$ cat src/rtl/mips_ctrl_pkg.sv
// mips_ctrl_pkg
//   Shared constants for the MIPS control path: opcode and funct codes,
//   ALU-control encodings, alu_src_b / pc_src select codes, the alu_op type
//   used between the FSM and the ALU decoder, and the 4-bit FSM state codes.
package mips_ctrl_pkg;

  // Instruction opcodes (IR[31:26])
  localparam logic [5:0] OP_RTYPE = 6'b000000;
  localparam logic [5:0] OP_LW    = 6'b100011;
  localparam logic [5:0] OP_SW    = 6'b101011;
  localparam logic [5:0] OP_BEQ   = 6'b000100;
  localparam logic [5:0] OP_BNE   = 6'b000101;
  localparam logic [5:0] OP_ADDI  = 6'b001000;
  localparam logic [5:0] OP_J     = 6'b000010;

  // R-type funct codes (IR[5:0])
  localparam logic [5:0] FN_ADD = 6'b100000;
  localparam logic [5:0] FN_SUB = 6'b100010;
  localparam logic [5:0] FN_AND = 6'b100100;
  localparam logic [5:0] FN_OR  = 6'b100101;
  localparam logic [5:0] FN_SLT = 6'b101010;

  // Native 3-bit ALU-control encodings
  localparam logic [2:0] ALU_AND = 3'b000;
  localparam logic [2:0] ALU_OR  = 3'b001;
  localparam logic [2:0] ALU_ADD = 3'b010;
  localparam logic [2:0] ALU_SUB = 3'b110;
  localparam logic [2:0] ALU_SLT = 3'b111;

  // ALU B-operand select
  localparam logic [1:0] SRCB_REG    = 2'b00;
  localparam logic [1:0] SRCB_FOUR   = 2'b01;
  localparam logic [1:0] SRCB_IMM    = 2'b10;
  localparam logic [1:0] SRCB_IMM_SH = 2'b11;

  // PC source select
  localparam logic [1:0] PCSRC_ALU    = 2'b00;
  localparam logic [1:0] PCSRC_ALUOUT = 2'b01;
  localparam logic [1:0] PCSRC_JUMP   = 2'b10;

  // Operation request from the FSM to the ALU decoder. ALUOP_NONE is used in
  // states where the ALU is idle, so alu_control reads as all-zero there.
  typedef enum logic [1:0] {
    ALUOP_ADD   = 2'b00,
    ALUOP_SUB   = 2'b01,
    ALUOP_FUNCT = 2'b10,
    ALUOP_NONE  = 2'b11
  } alu_op_t;

  // FSM state codes (also exported on the debug state port)
  localparam logic [3:0] S_FETCH    = 4'd0;
  localparam logic [3:0] S_DECODE   = 4'd1;
  localparam logic [3:0] S_MEMADR   = 4'd2;
  localparam logic [3:0] S_MEMREAD  = 4'd3;
  localparam logic [3:0] S_MEMWB    = 4'd4;
  localparam logic [3:0] S_MEMWRITE = 4'd5;
  localparam logic [3:0] S_EXECUTE  = 4'd6;
  localparam logic [3:0] S_ALUWB    = 4'd7;
  localparam logic [3:0] S_BRANCH   = 4'd8;
  localparam logic [3:0] S_ADDIEX   = 4'd9;
  localparam logic [3:0] S_ADDIWB   = 4'd10;
  localparam logic [3:0] S_JUMP     = 4'd11;
  localparam logic [3:0] S_ILLEGAL  = 4'd12;
  localparam logic [3:0] S_BRANCHNE = 4'd13;

endpackage

$ cat src/rtl/mc_alu_decoder.sv
// mc_alu_decoder
//   Combinational ALU-control decoder for the multicycle control unit.
//   Ports:
//     alu_op      in  alu_op_t   : add / sub / decode funct / idle
//     funct       in  [5:0]      : instruction funct field
//     alu_control out [ALUCTRL_W]: zero-extended 3-bit ALU encoding
//   Unknown funct codes fall back to add without any flag.
module mc_alu_decoder
  import mips_ctrl_pkg::*;
#(
  parameter int ALUCTRL_W = 3
) (
  input  alu_op_t              alu_op,
  input  logic [5:0]           funct,
  output logic [ALUCTRL_W-1:0] alu_control
);

  logic [2:0] enc;

  always_comb begin
    // NOTE: default assignment first so every path drives enc -- no latch.
    enc = ALU_AND;
    unique case (alu_op)
      ALUOP_ADD: enc = ALU_ADD;
      ALUOP_SUB: enc = ALU_SUB;
      ALUOP_FUNCT: begin
        case (funct)
          FN_SUB:  enc = ALU_SUB;
          FN_AND:  enc = ALU_AND;
          FN_OR:   enc = ALU_OR;
          FN_SLT:  enc = ALU_SLT;
          default: enc = ALU_ADD;
        endcase
      end
      ALUOP_NONE: enc = ALU_AND;
    endcase
  end

  assign alu_control = ALUCTRL_W'(enc);

endmodule

$ cat src/rtl/multicycle_control_unit.sv
// multicycle_control_unit
//   Moore FSM sequencing fetch / decode / execute / memory / writeback for
//   the multicycle MIPS datapath (shared memory, shared ALU).
//   Ports:
//     clk, reset (async, active-high)
//     opcode, funct     : IR fields; opcode is acted on in DECODE
//     zero              : ALU zero flag, feeds pc_en combinationally
//     mem_ready         : memory access complete (FETCH / MEMREAD / MEMWRITE)
//     iord, mem_write, ir_write, reg_dst, mem_to_reg, reg_write, alu_src_a,
//     alu_src_b, pc_src, pc_en, alu_control : datapath controls
//     illegal_op        : one-cycle pulse in ILLEGAL
//     state             : current state code, for debug
//   Build option: define MCU_BNE_EN to decode bne (000101) into BRANCHNE;
//   otherwise bne is trapped as an illegal opcode.
module multicycle_control_unit
  import mips_ctrl_pkg::*;
#(
  parameter int ALUCTRL_W = 3
) (
  input  logic                 clk,
  input  logic                 reset,
  input  logic [5:0]           opcode,
  input  logic [5:0]           funct,
  input  logic                 zero,
  input  logic                 mem_ready,
  output logic                 iord,
  output logic                 mem_write,
  output logic                 ir_write,
  output logic                 reg_dst,
  output logic                 mem_to_reg,
  output logic                 reg_write,
  output logic                 alu_src_a,
  output logic [1:0]           alu_src_b,
  output logic [1:0]           pc_src,
  output logic                 pc_en,
  output logic [ALUCTRL_W-1:0] alu_control,
  output logic                 illegal_op,
  output logic [3:0]           state
);

  logic [3:0] next_state;
  logic       is_store;   // lw/sw choice captured in DECODE for MEMADR
  logic       pc_write;
  logic       branch_eq;
  logic       branch_ne;
  alu_op_t    alu_op;

  // NOTE: sequential state uses non-blocking assignments only; the async
  // reset returns the FSM to FETCH at once, aborting any pending access.
  always_ff @(posedge clk or posedge reset) begin
    if (reset) begin
      state    <= S_FETCH;
      is_store <= 1'b0;
    end else begin
      state <= next_state;
      if (state == S_DECODE) is_store <= (opcode == OP_SW);
    end
  end

  always_comb begin
    next_state = S_FETCH;
    case (state)
      S_FETCH:  next_state = mem_ready ? S_DECODE : S_FETCH;
      S_DECODE: begin
        case (opcode)
          OP_LW, OP_SW: next_state = S_MEMADR;
          OP_RTYPE:     next_state = S_EXECUTE;
          OP_BEQ:       next_state = S_BRANCH;
`ifdef MCU_BNE_EN
          OP_BNE:       next_state = S_BRANCHNE;
`endif
          OP_ADDI:      next_state = S_ADDIEX;
          OP_J:         next_state = S_JUMP;
          default:      next_state = S_ILLEGAL;
        endcase
      end
      S_MEMADR:   next_state = is_store ? S_MEMWRITE : S_MEMREAD;
      S_MEMREAD:  next_state = mem_ready ? S_MEMWB : S_MEMREAD;
      S_MEMWRITE: next_state = mem_ready ? S_FETCH : S_MEMWRITE;
      S_EXECUTE:  next_state = S_ALUWB;
      S_ADDIEX:   next_state = S_ADDIWB;
      default:    next_state = S_FETCH;  // terminal states and unused codes
    endcase
  end

  // Moore output decode; mem_ready only gates the FETCH strobes and the
  // MEMWRITE write strobe, which stays up until the access is accepted.
  always_comb begin
    iord       = 1'b0;
    mem_write  = 1'b0;
    ir_write   = 1'b0;
    reg_dst    = 1'b0;
    mem_to_reg = 1'b0;
    reg_write  = 1'b0;
    alu_src_a  = 1'b0;
    alu_src_b  = SRCB_REG;
    pc_src     = PCSRC_ALU;
    illegal_op = 1'b0;
    pc_write   = 1'b0;
    branch_eq  = 1'b0;
    branch_ne  = 1'b0;
    alu_op     = ALUOP_NONE;
    case (state)
      S_FETCH: begin
        alu_src_b = SRCB_FOUR;
        alu_op    = ALUOP_ADD;
        ir_write  = mem_ready;
        pc_write  = mem_ready;
      end
      S_DECODE: begin
        alu_src_b = SRCB_IMM_SH;
        alu_op    = ALUOP_ADD;
      end
      S_MEMADR, S_ADDIEX: begin
        alu_src_a = 1'b1;
        alu_src_b = SRCB_IMM;
        alu_op    = ALUOP_ADD;
      end
      S_MEMREAD: iord = 1'b1;
      S_MEMWB: begin
        reg_write  = 1'b1;
        mem_to_reg = 1'b1;
      end
      S_MEMWRITE: begin
        iord      = 1'b1;
        mem_write = ~mem_ready;
      end
      S_EXECUTE: begin
        alu_src_a = 1'b1;
        alu_op    = ALUOP_FUNCT;
      end
      S_ALUWB: begin
        reg_dst   = 1'b1;
        reg_write = 1'b1;
      end
      S_ADDIWB: reg_write = 1'b1;
      S_BRANCH: begin
        alu_src_a = 1'b1;
        alu_op    = ALUOP_SUB;
        pc_src    = PCSRC_ALUOUT;
        branch_eq = 1'b1;
      end
`ifdef MCU_BNE_EN
      S_BRANCHNE: begin
        alu_src_a = 1'b1;
        alu_op    = ALUOP_SUB;
        pc_src    = PCSRC_ALUOUT;
        branch_ne = 1'b1;
      end
`endif
      S_JUMP: begin
        pc_src   = PCSRC_JUMP;
        pc_write = 1'b1;
      end
      S_ILLEGAL: illegal_op = 1'b1;
      default: ;
    endcase
  end

  assign pc_en = pc_write | (branch_eq & zero) | (branch_ne & ~zero);

  mc_alu_decoder #(.ALUCTRL_W(ALUCTRL_W)) u_alu_decoder (
    .alu_op      (alu_op),
    .funct       (funct),
    .alu_control (alu_control)
  );

endmodule

$ cat config.mk
export PLATFORM = sky130hd
export DESIGN_NAME = multicycle_control_unit
export DESIGN_NICKNAME = d
export VERILOG_FILES = /design/src/rtl/mips_ctrl_pkg.sv /design/src/rtl/mc_alu_decoder.sv /design/src/rtl/multicycle_control_unit.sv
export SDC_FILE = /design/constraint.sdc
export NUM_CORES = 1
export LEC_CHECK = 0
export ABC_AREA = 1
export CORE_MARGIN = 2
export CORE_UTILIZATION = 36
export DETAILED_ROUTE_END_ITERATION = 6
export GPL_TIMING_DRIVEN = 1
export PLACE_DENSITY = 0.81
export REMOVE_ABC_BUFFERS = 1
export SYNTH_ARGS = -nofsm -noshare
export SYNTH_HDL_FRONTEND = slang
export SYNTH_SLANG_ARGS = --single-unit
export TNS_END_PERCENT = 10
$ cat constraint.sdc
create_clock -name clk -period 1.65 [get_ports clk]
set_clock_uncertainty 0.15 [all_clocks]
set_input_delay 0.495 -clock clk [delete_from_list [all_inputs] [get_ports clk]]
set_output_delay 0.495 -clock clk [all_outputs]
set_load 0.1 [all_outputs]
==> impl_metrics.json, run 1 <==
{
  "status": "aborted with a tool error",
  "haltStage": "4_1_cts",
  "tool.error": "[ERROR DPL-0033] detailed placement checks failed during check placement.",
  "htreeDepth": 1,
  "placed_area_sq_um": 1360,
  "io_buffers": 35,
  "yosysTopAreaCellShare_pct": 21.2,
  "clk_path_buf_depth": 2,
  "clkSinkCount": 5,
  "synth_area_leaders": "dfrtp_1, nand2_1, nor2_1, inv_1, nand3_1",
  "synth-edff-count": 0,
  "die_height_microns": 44.5,
  "synth.top_cells.by_count": "nand2_1, nor2_1, inv_1",
  "ys.flop_type": "dfrtp_1",
  "ios": 36,
  "fp.dieW_microns": 44.5,
  "netlist-cell-type-count": 23,
  "seq_area_frac_synth_pct": 21.2,
  "ys_ff_latch": 5,
  "synth_cells": 101,
  "ctsResizeCount": 26,
  "cts_hold_buffers": 0,
  "avgSynthCellArea_sq_um": 5.83,
  "synth_top_area_cell": "dfrtp_1",
  "synthesis.area_sq_um": 589,
  "dp_hpwl_microns": 2070,
  "fp-row-count": 14,
  "cts_root_buffer": "clkbuf_4",
  "cts_buffers": 3,
  "yosysWarnings": 0,
  "async_flop_share_pct": 100,
  "gp_congestion": 0.867,
  "synth.most_common_cell": "nand2_1",
  "start_util_pct": 38.7,
  "postCtsSetupRepairBufs": 6
}
## stage by stage
stage | worst slack, ps | cells | util (%)
after floorplan | -2640 | 101 | -
after global placement | -598 | 178 | 88.9
after detailed placement | -709 | 178 | 88.9
## logic make-up after synthesis
| kind of cell | share of synthesized area, % |
|---|---|
| AND/OR/NAND/NOR | 54.4 |
| buffers and inverters | 13.6 |
| AO/OA/AOI/OAI | 10.8 |
| flip-flops | 21.2 |
==> run 2: changes to the inputs <==
- CORE_AREA: default -> 2 2 63 65
- CORE_MARGIN: 2 -> default
- CORE_UTILIZATION: 36 -> default
- DIE_AREA: default -> 0 0 65 67
- PLACE_DENSITY: 0.81 -> default
- PLACE_DENSITY_LB_ADDON: default -> 0.15
==> impl_metrics.json, run 2 <==
{
  "regMostFlops": "state",
  "p_leak_nw": 0.804,
  "start_kind": "flop",
  "synth-xor-area-share_pct": 0,
  "rsz0062_at_grt": "yes",
  "reg.largest.list": "state: 4 flops, is_store: 1 flops",
  "min_period_ps": 2060,
  "num_vias": 870,
  "synth_compound_area_share_pct": 10.8,
  "netlist-cell-type-count": 23,
  "drt_iter0_drc": 21,
  "htreeDepth": 1,
  "critPathSlowestCell": "dfrtp_2",
  "reg2reg_to": "state[0]",
  "path_cells": "inv_4, nand2_4, buf_4, inv_2, nand3_1, inv_2, buf_12",
  "violations": "setup timing",
  "hold_ws_ps": 318,
  "yosys.area_share.simple_pct": 54.4,
  "layout_setup_ws_ps": -414,
  "firstDrtPassIters": 4,
  "ios": 36,
  "seq_area_frac_synth_pct": 21.2,
  "die_height_microns": 67,
  "period_share_pct": 125,
  "synth_top_area_cell": "dfrtp_1",
  "yosysWarnings": 0,
  "synth-edff-count": 0,
  "max_freq_mhz": 484,
  "coreArea_sq_um": 3610,
  "cts_hold_buffers": 0,
  "overflow": 0,
  "wirelength_microns": 2080,
  "power_mw": 3.14,
  "critPathArrivalTime_ps": 1420,
  "fp.dieW_microns": 65,
  "insertion_delay_ps": 220,
  "ant_nets": 0,
  "cts_buffers": 3,
  "critical-path-max-stage-delay_ps": 440,
  "area_growth_pct": 173,
  "start_util_pct": 16.3,
  "setup_viol": 18,
  "cts.clk_slew.worst_paths_ps": 40,
  "cp.required_ps": 1000,
  "worst_pin_slew_ps": 243,
  "viasPerCell": 3.90,
  "largest_reg_flops": 4,
  "grt_pass1_vias": 828,
  "status": "finished with violations",
  "fp-row-count": 22,
  "synth_area_leaders": "dfrtp_1, nand2_1, nor2_1, inv_1, nand3_1",
  "io_buffers": 35,
  "worst_slew_margin_rel_pct": 83.9,
  "track_usage_pct": 9.63,
  "path_max_fanout": 4,
  "dp_hpwl_microns": 1700,
  "rrSetupSlack_ps": 150,
  "antenna_found_initial": 0,
  "cp.depth": 7,
  "antenna_cells": 0,
  "endpoint_kind": "primary output",
  "synth.top_cells.by_count": "nand2_1, nor2_1, inv_1",
  "gp_congestion": 0.792,
  "synthesis.area_sq_um": 589,
  "setup.worst_path.end": "mem_write",
  "synth.most_common_cell": "nand2_1",
  "cts_tree": "yes",
  "cp_common_cell": "inv_2",
  "p_per_area_nw_per_um2": 1960,
  "yosysTopAreaCellShare_pct": 21.2,
  "async_flop_share_pct": 100,
  "clk_path_buf_depth": 2,
  "peakVddDrop_v": 0.000526,
  "wl_per_cell_microns": 9.30,
  "dieArea_sq_um": 4360,
  "final_common_cell": "buf_4",
  "hp-class": "input pin to asynchronous set/reset pin",
  "synthMuxAreaShare_pct": 0,
  "synth_top_family_by_area": "simple AND/OR/NAND/NOR gates",
  "crit_family": "buffers and inverters",
  "mostFrequentLayoutCells": "buf_4, nand2_1, buf_12, nor2_1, inv_1",
  "drc_errors": 0,
  "grt_pass1_wl_microns": 3320,
  "hold_violations": 0,
  "ys.flop_type": "dfrtp_1",
  "path_class": "flop to primary output",
  "synthAdderAreaFrac_pct": 0,
  "cts_root_buffer": "clkbuf_8",
  "clkSinkCount": 5,
  "worstRegToRegCells": 8,
  "nets": 192,
  "grt_max_degree": 7,
  "synth_cells": 101,
  "startpoint": "state[3]",
  "slew_violations": 0,
  "drive_gt1_share_pct": 57.1,
  "avgSynthCellArea_sq_um": 5.83,
  "maxCapViolCount": 0,
  "worstReg2RegStart": "state[2]",
  "crit_buf_inv": 5,
  "ys_ff_latch": 5
}
[run 2: cell counts after synthesis]
No cell type changed its count.
[run 2: how the worst min path moves through the flow]
stage | slack (ps) | endpoint | from
global route | 340 | state[0] | reset
detailed placement | 420 | state[1] | is_store
CTS | 330 | state[1] | reset
floorplan | 120 | is_store | reset
global placement | 440 | state[1] | is_store
finish | 320 | is_store | reset
[run 2: routing by layer]
metal	up-vias	share of wire, %	routed length [microns]	global-route usage (%)
li1	468	-	-	-
met1	370	39	805	10.8
met2	29	54	1120	17.5
met3	3	5.9	123	1.52
met4	0	1.3	27	4.79
met5	-	0	0	0
[run 2: power by group]
group	switching [mW]	internal, mW	total (mW)
Combinational	1.66	1.03	2.69
Clock	0.0614	0.166	0.227
Sequential	0.0634	0.166	0.229
[run 2: metrics by stage]
stage	cell area (sq um)	TNS [ps]	setup slack, ps	std cells	util [%]
final	1610	-5580	-414	223	44.6
after global routing	1610	-6710	-488	223	44.6
after CTS	1490	-6270	-476	218	41.4
after detailed placement	1390	-4950	-655	209	38.5
after global placement	1390	-4940	-611	209	38.5
after floorplan	589	-27850	-2640	101	-
[run 2: final cells by class]
| cell class | count | area [sq um] |
|---|---|---|
| Sequential cell | 5 | 130 |
| Inverter | 21 | 85.1 |
| Timing Repair Buffer | 70 | 827 |
| Fill cell | 350 | 2000 |
| Tap cell | 48 | 60.1 |
| Clock buffer | 4 | 45.0 |
| Multi-Input combinational cell | 75 | 459 |
[run 2: kinds of logic (layout without fill, tap and decap cells)]
kind of cell	after synthesis	after routing
buf+inv	21	95
simple gates	66	66
compound gates	9	9
flops	5	5
[run 2: timing repair]
| item | in CTS | in global routing |
|---|---|---|
| buffers inserted | 5 | 5 |
| cloned | 0 | 0 |
| pin swaps | 6 | 7 |
| gates resized for setup | 19 | 27 |
| endpoints found under the hold margin | 0 | 0 |
| endpoints found under the setup margin | 17 | 21 |
Note: power is estimated with default switching activity, not from simulation.
